`config.mk`:
```
export PLATFORM = sky130hd
export DESIGN_NAME = bp_me_axi_manager
export DESIGN_NICKNAME = d
export VERILOG_FILES = /design/src/rtl/bp_me_axi_pkg.sv /design/src/rtl/bp_me_axi_manager.sv
export SDC_FILE = /design/constraint.sdc
export NUM_CORES = 1
export LEC_CHECK = 0
export BUFFER_PORTS_ARGS = -buffer_cell sky130_fd_sc_hd__buf_2
export CAP_MARGIN = 20
export CORE_AREA = 2 2 236 238
export CTS_BUF_LIST = sky130_fd_sc_hd__clkbuf_2
export CTS_CLUSTER_DIAMETER = 40
export CTS_CLUSTER_SIZE = 16
export DETAILED_ROUTE_END_ITERATION = 8
export DIE_AREA = 0 0 238 240
export PLACE_DENSITY = 0.4
export SYNTH_ARGS = -nofsm -noshare
export SYNTH_HDL_FRONTEND = slang
export SYNTH_SLANG_ARGS = --single-unit
```
`constraint.sdc`:
```
create_clock -name clk_i -period 2.2 [get_ports clk_i]
set_input_delay 0.22 -clock clk_i [delete_from_list [all_inputs] [get_ports clk_i]]
set_output_delay 0.22 -clock clk_i [all_outputs]
set_load 0.005 [all_outputs]
```
`src/rtl/bp_me_axi_pkg.sv`:
```
// Shared types for the BedRock-to-AXI manager bridge: message header layout,
// AXI encodings, bridge states and the size-to-AXI translation helpers.
package bp_me_axi_pkg;

    localparam int unsigned paddr_width_lp    = 40;
    localparam int unsigned payload_width_lp  = 16;
    localparam int unsigned beat_cnt_width_lp = 4;

    typedef enum logic [3:0] {
        e_bedrock_mem_rd    = 4'd0,
        e_bedrock_mem_wr    = 4'd1,
        e_bedrock_mem_uc_rd = 4'd2,
        e_bedrock_mem_uc_wr = 4'd3,
        e_bedrock_mem_pre   = 4'd4,
        e_bedrock_mem_amo   = 4'd5
    } bp_bedrock_mem_type_e;

    typedef enum logic [2:0] {
        e_bedrock_msg_size_1   = 3'd0,
        e_bedrock_msg_size_2   = 3'd1,
        e_bedrock_msg_size_4   = 3'd2,
        e_bedrock_msg_size_8   = 3'd3,
        e_bedrock_msg_size_16  = 3'd4,
        e_bedrock_msg_size_32  = 3'd5,
        e_bedrock_msg_size_64  = 3'd6,
        e_bedrock_msg_size_128 = 3'd7
    } bp_bedrock_msg_size_e;

    typedef struct packed {
        logic [payload_width_lp-1:0] payload;
        bp_bedrock_msg_size_e        size;
        logic [paddr_width_lp-1:0]   addr;
        logic [3:0]                  subop;
        bp_bedrock_mem_type_e        msg_type;
    } bp_bedrock_mem_header_s;

    localparam int unsigned mem_header_width_lp = $bits(bp_bedrock_mem_header_s);

    typedef enum logic [1:0] {
        e_axi_resp_okay   = 2'b00,
        e_axi_resp_exokay = 2'b01,
        e_axi_resp_slverr = 2'b10,
        e_axi_resp_decerr = 2'b11
    } axi_resp_e;

    localparam logic [1:0] axi_burst_fixed = 2'b00;
    localparam logic [1:0] axi_burst_incr  = 2'b01;
    localparam logic [1:0] axi_burst_wrap  = 2'b10;

    typedef enum logic [2:0] {
        e_ready,
        e_write,
        e_wait_b,
        e_write_rsp,
        e_read_req,
        e_read_data
    } bridge_state_e;

    typedef struct packed {
        logic [7:0] len;
        logic [2:0] size;
        logic [7:0] strb;
    } axi_xlate_s;

    // Sub-word requests are forced onto their natural alignment.
    function automatic logic [paddr_width_lp-1:0] align_addr(
        input logic [paddr_width_lp-1:0] addr,
        input bp_bedrock_msg_size_e      size
    );
        logic [paddr_width_lp-1:0] a;
        a = addr;
        case (size)
            e_bedrock_msg_size_2: a[0]   = 1'b0;
            e_bedrock_msg_size_4: a[1:0] = 2'b00;
            default: ;
        endcase
        return a;
    endfunction

    function automatic axi_xlate_s axi_xlate(
        input bp_bedrock_msg_size_e size,
        input logic [2:0]           offset
    );
        axi_xlate_s x;
        x.len  = 8'd0;
        x.size = 3'd3;
        x.strb = 8'hFF;
        case (size)
            e_bedrock_msg_size_1:   begin x.size = 3'd0; x.strb = 8'h01 << offset; end
            e_bedrock_msg_size_2:   begin x.size = 3'd1; x.strb = 8'h03 << offset; end
            e_bedrock_msg_size_4:   begin x.size = 3'd2; x.strb = 8'h0F << offset; end
            e_bedrock_msg_size_16:  x.len = 8'd1;
            e_bedrock_msg_size_32:  x.len = 8'd3;
            e_bedrock_msg_size_64:  x.len = 8'd7;
            e_bedrock_msg_size_128: x.len = 8'd15;
            default: ;
        endcase
        return x;
    endfunction

endpackage

```
`src/rtl/bp_me_axi_manager.sv`:
```
// BedRock Stream mem_fwd to AXI4 manager bridge; one transaction in flight,
// responses returned as mem_rev beats with a sticky error flag.
module bp_me_axi_manager
    import bp_me_axi_pkg::*;
#(
    parameter int unsigned m_axi_data_width_p = 64,
    parameter int unsigned m_axi_addr_width_p = 64,
    parameter int unsigned m_axi_id_width_p   = 1
) (
    input  logic                            clk_i,
    input  logic                            reset_n_i,
    input  logic [mem_header_width_lp-1:0]  mem_fwd_header_i,
    input  logic [m_axi_data_width_p-1:0]   mem_fwd_data_i,
    input  logic                            mem_fwd_v_i,
    output logic                            mem_fwd_ready_and_o,
    output logic [mem_header_width_lp-1:0]  mem_rev_header_o,
    output logic [m_axi_data_width_p-1:0]   mem_rev_data_o,
    output logic                            mem_rev_v_o,
    input  logic                            mem_rev_ready_and_i,
    output logic [m_axi_addr_width_p-1:0]   m_axi_awaddr_o,
    output logic                            m_axi_awvalid_o,
    output logic [m_axi_id_width_p-1:0]     m_axi_awid_o,
    output logic [7:0]                      m_axi_awlen_o,
    output logic [2:0]                      m_axi_awsize_o,
    output logic [1:0]                      m_axi_awburst_o,
    output logic                            m_axi_awlock_o,
    output logic [3:0]                      m_axi_awcache_o,
    output logic [2:0]                      m_axi_awprot_o,
    output logic [3:0]                      m_axi_awqos_o,
    output logic [3:0]                      m_axi_awregion_o,
    input  logic                            m_axi_awready_i,
    output logic [m_axi_data_width_p-1:0]   m_axi_wdata_o,
    output logic [m_axi_data_width_p/8-1:0] m_axi_wstrb_o,
    output logic                            m_axi_wlast_o,
    output logic                            m_axi_wvalid_o,
    input  logic                            m_axi_wready_i,
    input  logic                            m_axi_bvalid_i,
    input  logic [m_axi_id_width_p-1:0]     m_axi_bid_i,
    input  logic [1:0]                      m_axi_bresp_i,
    output logic                            m_axi_bready_o,
    output logic [m_axi_addr_width_p-1:0]   m_axi_araddr_o,
    output logic                            m_axi_arvalid_o,
    output logic [m_axi_id_width_p-1:0]     m_axi_arid_o,
    output logic [7:0]                      m_axi_arlen_o,
    output logic [2:0]                      m_axi_arsize_o,
    output logic [1:0]                      m_axi_arburst_o,
    output logic                            m_axi_arlock_o,
    output logic [3:0]                      m_axi_arcache_o,
    output logic [2:0]                      m_axi_arprot_o,
    output logic [3:0]                      m_axi_arqos_o,
    output logic [3:0]                      m_axi_arregion_o,
    input  logic                            m_axi_arready_i,
    input  logic [m_axi_data_width_p-1:0]   m_axi_rdata_i,
    input  logic                            m_axi_rvalid_i,
    input  logic [m_axi_id_width_p-1:0]     m_axi_rid_i,
    input  logic                            m_axi_rlast_i,
    input  logic [1:0]                      m_axi_rresp_i,
    output logic                            m_axi_rready_o,
    output logic                            error_o
);

    localparam int unsigned strb_width_lp = m_axi_data_width_p / 8;

    bridge_state_e                 state_q;
    bp_bedrock_mem_header_s        hdr_q;
    bp_bedrock_mem_header_s        fwd_hdr;
    logic [beat_cnt_width_lp-1:0]  cnt_q;
    logic                          aw_done_q, w_done_q, error_q;
    logic [paddr_width_lp-1:0]     ax_addr;
    axi_xlate_s                    xl;
    logic                          aw_fire, w_fire, w_last, b_fire, ar_fire, r_fire;
    logic                          unused_ids;

    assign fwd_hdr    = bp_bedrock_mem_header_s'(mem_fwd_header_i);
    assign ax_addr    = align_addr(hdr_q.addr, hdr_q.size);
    assign xl         = axi_xlate(hdr_q.size, ax_addr[2:0]);
    assign w_last     = (cnt_q == xl.len[beat_cnt_width_lp-1:0]);
    assign unused_ids = ^{m_axi_bid_i, m_axi_rid_i};

    assign aw_fire = m_axi_awvalid_o & m_axi_awready_i;
    assign w_fire  = m_axi_wvalid_o  & m_axi_wready_i;
    assign b_fire  = m_axi_bvalid_i  & m_axi_bready_o;
    assign ar_fire = m_axi_arvalid_o & m_axi_arready_i;
    assign r_fire  = m_axi_rvalid_i  & m_axi_rready_o;

    // Bridge FSM: header capture, AW/W/B or AR/R sequencing, sticky error.
    always_ff @(posedge clk_i or negedge reset_n_i) begin
        if (!reset_n_i) begin
            state_q   <= e_ready;
            hdr_q     <= '0;
            cnt_q     <= '0;
            aw_done_q <= 1'b0;
            w_done_q  <= 1'b0;
            error_q   <= 1'b0;
        end else begin
            case (state_q)
                e_ready: if (mem_fwd_v_i) begin
                    hdr_q     <= fwd_hdr;
                    cnt_q     <= '0;
                    aw_done_q <= 1'b0;
                    w_done_q  <= 1'b0;
                    state_q   <= (fwd_hdr.msg_type inside {e_bedrock_mem_uc_wr, e_bedrock_mem_wr})
                                 ? e_write : e_read_req;
                end
                e_write: begin
                    if (aw_fire) aw_done_q <= 1'b1;
                    if (w_fire) begin
                        cnt_q <= cnt_q + beat_cnt_width_lp'(1);
                        if (w_last) w_done_q <= 1'b1;
                    end
                    if ((aw_done_q | aw_fire) && (w_done_q | (w_fire & w_last))) begin
                        cnt_q   <= '0;
                        state_q <= e_wait_b;
                    end
                end
                e_wait_b: if (b_fire) begin
                    if (m_axi_bresp_i != e_axi_resp_okay) error_q <= 1'b1;
                    state_q <= e_write_rsp;
                end
                e_write_rsp: if (mem_rev_ready_and_i) state_q <= e_ready;
                e_read_req: if (ar_fire) begin
                    cnt_q   <= '0;
                    state_q <= e_read_data;
                end
                e_read_data: if (r_fire) begin
                    cnt_q <= cnt_q + beat_cnt_width_lp'(1);
                    // A short burst (rlast before the expected beat) is flagged as an error.
                    if ((m_axi_rresp_i != e_axi_resp_okay) ||
                        (m_axi_rlast_i && (cnt_q != xl.len[beat_cnt_width_lp-1:0])))
                        error_q <= 1'b1;
                    if (m_axi_rlast_i) state_q <= e_ready;
                end
                default: state_q <= e_ready;
            endcase
        end
    end

    // Handshake decode; W and R are zero-latency pass-throughs.
    always_comb begin
        mem_fwd_ready_and_o = 1'b0;
        mem_rev_v_o         = 1'b0;
        mem_rev_data_o      = '0;
        m_axi_awvalid_o     = 1'b0;
        m_axi_wvalid_o      = 1'b0;
        m_axi_bready_o      = 1'b0;
        m_axi_arvalid_o     = 1'b0;
        m_axi_rready_o      = 1'b0;
        case (state_q)
            e_write: begin
                m_axi_awvalid_o     = ~aw_done_q;
                m_axi_wvalid_o      = mem_fwd_v_i & ~w_done_q;
                mem_fwd_ready_and_o = m_axi_wready_i & ~w_done_q;
            end
            e_wait_b:    m_axi_bready_o = 1'b1;
            e_write_rsp: mem_rev_v_o    = 1'b1;
            e_read_req: begin
                m_axi_arvalid_o     = 1'b1;
                mem_fwd_ready_and_o = m_axi_arready_i;
            end
            e_read_data: begin
                mem_rev_v_o    = m_axi_rvalid_i;
                m_axi_rready_o = mem_rev_ready_and_i;
                mem_rev_data_o = m_axi_rdata_i;
            end
            default: ;
        endcase
    end

    assign mem_rev_header_o = hdr_q;
    assign error_o          = error_q;

    assign m_axi_awaddr_o   = m_axi_addr_width_p'(ax_addr);
    assign m_axi_awid_o     = '0;
    assign m_axi_awlen_o    = xl.len;
    assign m_axi_awsize_o   = xl.size;
    assign m_axi_awburst_o  = axi_burst_incr;
    assign m_axi_awlock_o   = 1'b0;
    assign m_axi_awcache_o  = 4'b0011;
    assign m_axi_awprot_o   = '0;
    assign m_axi_awqos_o    = '0;
    assign m_axi_awregion_o = '0;

    assign m_axi_wdata_o    = mem_fwd_data_i;
    assign m_axi_wstrb_o    = strb_width_lp'(xl.strb);
    assign m_axi_wlast_o    = w_last;

    assign m_axi_araddr_o   = m_axi_addr_width_p'(ax_addr);
    assign m_axi_arid_o     = '0;
    assign m_axi_arlen_o    = xl.len;
    assign m_axi_arsize_o   = xl.size;
    assign m_axi_arburst_o  = axi_burst_incr;
    assign m_axi_arlock_o   = 1'b0;
    assign m_axi_arcache_o  = 4'b0011;
    assign m_axi_arprot_o   = '0;
    assign m_axi_arqos_o    = '0;
    assign m_axi_arregion_o = '0;

endmodule
```
# [After elaboration in Yosys (flattened, before gate mapping)]
# Index checks and enable logic that the tools add are counted.
[classes] bitwise_logic=12 addsub=1 muxes=38 n_mul=0 eq_ne=28 order_cmp=0 shift=3 div=0 n_reduce_logical=18
[op_table] operator="$mux 64" n=1
[op_table] operator="$pmux 4 s4" n=2
[op_table] operator="$pmux 10 s3" n=1
[op_table] operator="$mux 3" n=8
[op_table] operator="$ne 2x2->1 const B" n=12
[op_table] operator="$mux 4" n=5
[op_table] operator="$eq 3x3->1 const B" n=6
[op_table] operator="$pmux 3 s6" n=1
[op_table] operator="$mux 1" n=15
[op_table] operator="$pmux 1 s2" n=5
[op_table] operator="$reduce_and 5->1" n=2
[op_table] operator="$reduce_bool 2->1" n=5
[op_table] operator="$eq 3x2->1 const B" n=3
[op_table] operator="$and 1x1->1" n=8
[op_table] operator="$shl 1x3->8 const A" n=1
[op_table] operator="$shl 2x3->8 const A" n=1
[op_table] operator="$shl 4x3->8 const A" n=1
[op_table] operator="$reduce_and 7->1" n=1
[op_table] operator="$eq 3x1->1 const B" n=2
[op_table] operator="$logic_not 3->1" n=2
[op_table] operator="$add 4x1->4 const B" n=1
[op_table] operator="$eq 4x1->1 const B" n=1
[op_table] operator="$eq 4x2->1 const B" n=1
[op_table] operator="$eq 4x4->1" n=1
[op_table] operator="other kinds (11)" n=14
[word_totals] latchBits=0 mem_bits_ro=0 n_memories=0 mem_bits_rw=0 inputBits=211 regBits=77

# [Depth between registers and ports, before layout]
# Gate-level depths: netlist of run 1.
[logic_depth] ltp_word=9 ltp_mapped=7

# [Worst setup path after synthesis of run 1]
# OpenSTA, ideal clock, no wires.
[synth_timing] kind="flip-flop to flip-flop" startpoint="register state_q[0]" endpoint="register hdr_q (netlist bit m_axi_araddr_o[12])" synth_period_minus_slack_ns=1.704 required_ns=2.075 n_path_buf=2 path_slack_ns=0.496 stages_incl_launch_ff=5 setup_time_ns=0.125 arrival_time_ns=1.579 cell_sequence="dfrtp_1 > buf_6 > nor4b_4 > buf_6 > mux2_4"
[synth_between] elab_chain_len=2
[synth_rtl] element="start: declaration" line="bp_me_axi_manager.sv:64" text="bridge_state_e state_q;"
[synth_rtl] element="start signal: assignment" line="bp_me_axi_manager.sv:89" text="state_q <= e_ready;"
[synth_rtl] element="start signal: assignment" line="bp_me_axi_manager.sv:102" text="state_q <= (fwd_hdr.msg_type inside {e_bedrock_mem_uc_wr, e_bedrock_mem_wr})"
[synth_rtl] element="start signal: assignment" line="bp_me_axi_manager.sv:113" text="state_q <= e_wait_b;"
[synth_rtl] element="$logic_not 3->1" line="bp_me_axi_manager.sv:96" text="case (state_q)"
[synth_rtl] element="$reduce_and 2->1 (no line)"
[synth_rtl] element="end signal: assignment" line="bp_me_axi_manager.sv:98" text="hdr_q <= fwd_hdr;"
[synth_rtl] element="end: declaration" line="bp_me_axi_manager.sv:65" text="bp_bedrock_mem_header_s hdr_q;"
# Every way passes these cells.
# A chain may end at the register's enable or synchronous reset.

# [Worst setup path after layout of run 1]
[layout_timing] startpoint="register state_q[0]" endpoint="output mem_rev_data_o[25]"
[layout_between] elab_chain_len=2
[layout_rtl] element="$eq 3x3->1" line="bp_me_axi_manager.sv:148" text="case (state_q)"
[layout_rtl] element="$mux 64" line="bp_me_axi_manager.sv:148"
[layout_rtl] element="end: declaration" line="bp_me_axi_manager.sv:17" text="output logic [m_axi_data_width_p-1:0] mem_rev_data_o,"
# Every way passes these cells.

==> qor.yml, run 1 <==
status: "finished, final reports clean"
ys_seq_area_frac: 0.3215
min_path_type: "in2reg"
worstSetupPathType: "reg2out"
holdPathStages: 4
drt_iter0_markers: 122
netlist_area_sq_um: 5993
period_needed_ns: 2.200
drive_gt1_frac: 0.5569
place_area_sq_um: 7341
antenna_found_initial: 6
hpwl_microns: 16230
maxCapViolCount: 0
totalWireLength_microns: 20460
finalNetCount: 1139
wl_per_cell_microns: 12.48
dp.cells: 1520
instances_no_fill: 1639
synthFlopType: "dfrtp_1"
synth_cells: 589
via_count: 4836
grt_use_total: 0.06594
fin_skew_ns: 0.02432
r2r_end: "state_q[1]$_DFFE_PN0P_"
fin_area_sq_um: 8544
layout_worst_path_cycle_share: 0.9998
cts_buffers: 9
endpoint_kind: "primary output"
ff2ff_setup_slack_ns: 0.16
p_leak_uw: 0.004398
drc: 0
clk_latency_ns: 0.62
grt_max_degree: 61
drtAntennaViolNets: 0
fp-row-count: 86
power.density_nw_per_um2: 1148
syn_area_per_cell_sq_um: 10.18
grt_pass1_wl_microns: 27720
setup_viol: 0
first_pass_iters: 4
dieArea_sq_um: 57120
finalWorstSetupSlack_ns: 0.0004878
synthTopCellsByArea: "dfrtp_1 32%, buf_4 31%, mux2_4 13%, and2_1 7.1%, mux2_2 2.1%"
place_congestion: 0.6730
start_util: 0.1096
ctsHtreeMaxLevel: 3
hp-start: "mem_fwd_v_i"
cts.path.max_buffers: 2
path_clk_slew_ns: 0.25
clkSinkCount: 77
ys_ff_latch: 77
rsz0062_at_grt: "yes"
die_h_microns: 240
fmax_ghz: 0.4546
synth_top_area_cell: "dfrtp_1"
die_w_microns: 238
grt_pass1_vias: 4430
cts_root_buf: "clkbuf_2"
finalSetupTns_ns: 0
grt_overflow: 0
pre_cts_ws_ns: 0.2958
port_buffers: 384
reg2reg_from: "state_q[1]$_DFFE_PN0P_"
fin_total_pwr_uw: 9809
startpoint_type: "flip-flop"
cp_max_fo: 60
ys_types: 52
cts_tree: "done"
ys_warn_count: 0
hold_viol_final: 0
via_per_inst: 2.951
worst_ep_required_time_ns: 1.98
hold_end: "w_done_q$_DFFE_PN0P_"
syn_to_final_growth_pct: 42.57
finalMaxSlewViolations: 0
synth-edff-count: 0
reg2regPathDepth: 6
arrival_ns: 1.98
async_reset_ff_frac: 1.000
max-vdd-ir-drop_uv: 598.5
core_area_sq_um: 54660
io_pins: 611
yosys.area.top_type_share: 0.3215
[layout by cell type, fill, tap and decap left out, types with 3 or more instances in the layout]
| master | instances |
|---|---|
| a21o_1 | 3 |
| a21oi_1 | 13 |
| a21oi_2 | 5 |
| a31oi_1 | 3 |
| and2_1 | 67 |
| buf_12 | 7 |
| buf_2 | 378 |
| buf_4 | 23 |
| buf_6 | 6 |
| clkbuf_2 | 9 |
| clkinv_4 | 3 |
| conb_1 | 96 |
| dfrtp_1 | 72 |
| dfrtp_2 | 5 |
| diode_2 | 3 |
| dlygate4sd3_1 | 83 |
| inv_1 | 9 |
| mux2_1 | 4 |
| mux2_2 | 11 |
| mux2_4 | 50 |
| nand2_1 | 10 |
| nor2_1 | 10 |
| o21a_1 | 3 |
| o21ai_0 | 5 |
| o21bai_1 | 9 |
[sequential cells by signal (all words and copies together) (netlist names)]
signal            flops
state_q               3
w_done_q              1
cnt_q                 4
mem_rev_header_o     29
aw_done_q             1
m_axi_araddr_o       38
error_o               1
[worst max-delay path: stages (launching register included)]
cell and delay [ns]:
dfrtp_2 0.42, inv_1 0.13, nor3b_4 0.26, buf_12 0.23
and2_1 0.17, buf_2 0.11
[cells by family after synthesis]
group / Yosys count / synth area share
AOI/OAI and AO/OA: 53 / 0.05887
xor gates and xnor gates: 3 / 0.004385
adders and majority gates: 1 / 0.002087
buffers and inverters: 275 / 0.3390
DFF: 77 / 0.3215
muxes: 67 / 0.1568
other: 2 / 0.001253
and+or+nand+nor: 111 / 0.1161
[final cells by class]
class	instances	area, sq um
Fill cell	6188	46120
Tap cell	704	880.8
Antenna cell	3	7.507
Timing Repair Buffer	499	3126
Multi-Input combinational cell	331	2467
Sequential cell	77	1933
Clock buffer	9	45.04
Inverter	9	33.78
Clock inverter	7	51.30
[cells in the mapped netlist, types with 4 or more instances]
cell type	number
o21ai_0	5
clkbuf_1	4
mux2_1	4
buf_4	246
a21oi_1	17
o21bai_1	9
inv_1	9
o21a_1	4
nor2_1	10
nand2_1	10
dfrtp_1	77
clkbuf_2	5
and2_1	68
mux2_2	11
mux2_4	50
buf_6	9
[power breakdown]
part           internal, uW  total, uW  switching, uW
Sequential             2120       2830            707
Clock                   153        755            602
Combinational          3520       6220           2700
[worst max-delay path by stage]
stage / endpoint / cells after the start / startpoint / slack, ns
floorplan: m_axi_araddr_o[12]$_DFFE_PN0P_ / 4 / state_q[0]$_DFFE_PN0P_ / 0.50
global placement: cnt_q[2]$_DFFE_PN0P_ / 6 / state_q[1]$_DFFE_PN0P_ / 0.30
detailed placement: cnt_q[2]$_DFFE_PN0P_ / 6 / state_q[1]$_DFFE_PN0P_ / 0.30
CTS: m_axi_wvalid_o / 4 / state_q[0]$_DFFE_PN0P_ / -0.20
global route: m_axi_rready_o / 5 / state_q[0]$_DFFE_PN0P_ / -0.21
finish: mem_rev_data_o[25] / 5 / state_q[0]$_DFFE_PN0P_ / 0.0005
[timing repair]
action / 4_1_cts / 5_1_grt
endpoints found under the hold margin: 151 / 0
gates resized for setup: 24 / 9
hold buffers: 84 / 0
buffers inserted: 13 / 3
pin swaps: 3 / 2
setup endpoints to repair: 78 / 78
[per-layer routing]
metal,vias up,global-route usage,part of all wire
li1,2244,-,-
met1,2271,0.07581,0.39
met2,287,0.1048,0.48
met3,28,0.03490,0.11
met4,6,0.02178,0.015
met5,-,0,0.0017
[through the flow]
stage | hold slack [ns] | util
final | 0.1590 | 0.1563
after global routing | 0.09206 | 0.1563
after CTS | 0.003452 | 0.1550
after detailed placement | 0.2604 | 0.1343
after global placement | 0.2559 | 0.1343
after floorplan | -0.07559 | -
Note: power is estimated with default switching activity, not from simulation.
==> run 2: changes to the inputs <==
--- a/config.mk
+++ b/config.mk
@@ -13,7 +13,9 @@
 export CTS_CLUSTER_SIZE = 16
 export DETAILED_ROUTE_END_ITERATION = 8
 export DIE_AREA = 0 0 238 240
+export GPL_TIMING_DRIVEN = 0
 export PLACE_DENSITY = 0.4
 export SYNTH_ARGS = -nofsm -noshare
 export SYNTH_HDL_FRONTEND = slang
 export SYNTH_SLANG_ARGS = --single-unit
+export TNS_END_PERCENT = 20
==> qor.yml, run 2 (synthesized netlist as in run 1, its figures left out) <==
status: "finished with violations"
violations: "negative setup slack"
worst_ep_required_time_ns: 1.98
finalNetCount: 1443
startpoint_type: "flip-flop"
min_path_type: "in2reg"
largest_reg_flops: 38
pre_cts_ws_ns: -0.06079
grt_use_total: 0.07539
hpwl_microns: 19990
dieArea_sq_um: 57120
antenna_found_initial: 5
worst_pin_slew_ns: 0.8180
totalWireLength_microns: 24000
finalWorstSetupSlack_ns: -0.1140
multiInputGateArea_sq_um: 2491
die_h_microns: 240
layout_worst_path_cycle_share: 1.052
cts_buffers: 9
cp_max_fo: 10
worstSetupPathType: "reg2out"
instances_no_fill: 1940
power.density_nw_per_um2: 1086
fmax_ghz: 0.4322
fin_area_sq_um: 10780
finalMaxSlewViolations: 0
grt_pass1_wl_microns: 31830
finalSetupTns_ns: -3.916
cts_tree: "done"
max-slew-margin-rel: 0.4523
rsz0062_at_grt: "yes"
drc: 0
layout_common_cells: "434 x buf_2, 258 x buf_4, 96 x conb_1, 78 x dlygate4sd3_1, 73 x dfrtp_1"
clkSinkCount: 77
place_area_sq_um: 9499
seq_area_sq_um: 1932
cts_root_buf: "clkbuf_2"
drive_gt1_frac: 0.6753
dp.cells: 1836
path_clk_slew_ns: 0.23
die_w_microns: 238
wl_per_cell_microns: 12.37
p_leak_uw: 0.005926
place_congestion: 0.7031
grt_pass1_vias: 5158
first_pass_iters: 4
period_needed_ns: 2.314
hold_viol_final: 0
clk_latency_ns: 0.61
via_per_inst: 2.989
cts.path.max_buffers: 2
fill_cells: 6088
utilization: 0.1972
fin_skew_ns: 0.03513
port_buffers: 448
max-vdd-ir-drop_uv: 519.7
endpoint_kind: "primary output"
maxCapViolCount: 0
io_pins: 611
final_common_cell: "buf_2"
setup_viol: 66
arrival_ns: 2.09
drt_iter0_markers: 102
drtAntennaViolNets: 0
core_area_sq_um: 54660
via_count: 5799
fp-row-count: 86
grt_max_degree: 51
ctsHtreeMaxLevel: 3
grt_overflow: 0
start_util: 0.1096
syn_to_final_growth_pct: 79.85
-- run 2: metrics by stage --
step                      power [uW]  hold WS [ns]
after floorplan                 6932      -0.07559
after global placement         10140        0.4267
after detailed placement       10140        0.1836
after CTS                      11770       0.01319
after global routing           12630       0.04103
final                          11710        0.1068
-- run 2: repair_timing --
action / CTS / global route
gates resized for setup: 56 / 24
setup buffers: 10 / 0
hold buffers: 79 / 0
hold endpoints to repair: 148 / 0
endpoints found under the setup margin: 89 / 138
cloned: 0 / 1
pin swaps: 15 / 2
-- run 2: worst paths after layout --
kind	startpoint	cells past startpoint	slack [ns]	endpoint
max	state_q[0]$_DFFE_PN0P_	7	-0.11	mem_rev_data_o[39]
min	m_axi_wready_i	4	0.11	w_done_q$_DFFE_PN0P_
max reg2reg	state_q[0]$_DFFE_PN0P_	5	0.01	mem_rev_header_o[57]$_DFFE_PN0P_
min reg2reg	error_o$_DFFE_PN0P_	2	0.51	error_o$_DFFE_PN0P_
max in group asynchronous	reset_n_i	4	1.29	mem_rev_header_o[57]$_DFFE_PN0P_
min in group asynchronous	reset_n_i	4	0.59	m_axi_araddr_o[13]$_DFFE_PN0P_
-- run 2: area by class of cell --
class / count / area share
antenna: 1 / 0.0002322
buffer: 265 / 0.1933
clock buffer: 10 / 0.004643
clock inverter: 5 / 0.007081
inverter: 9 / 0.003482
multi-input combinational: 331 / 0.2311
sequential: 77 / 0.1792
tap: 704 / 0.08172
timing repair buffer: 538 / 0.2992
-- run 2: critical path, stage by stage, from the launching register on --
cell        delay [ns]
dfrtp_1           0.41
buf_6             0.11
clkinvlp_4        0.11
nor3b_4           0.23
buf_8             0.19
clkbuf_8          0.16
and2_1            0.13
buf_2             0.13
-- run 2: report_power, final --
group	total, uW	internal [uW]	switching, uW
Combinational	7940	4820	3120
Clock	933	368	564
Sequential	2840	2120	721
-- run 2: layer usage --
layer	wire length [microns]	global-route usage
met1	9021	0.08398
met2	12070	0.1282
met3	2530	0.03456
met4	326	0.02311
met5	48	0
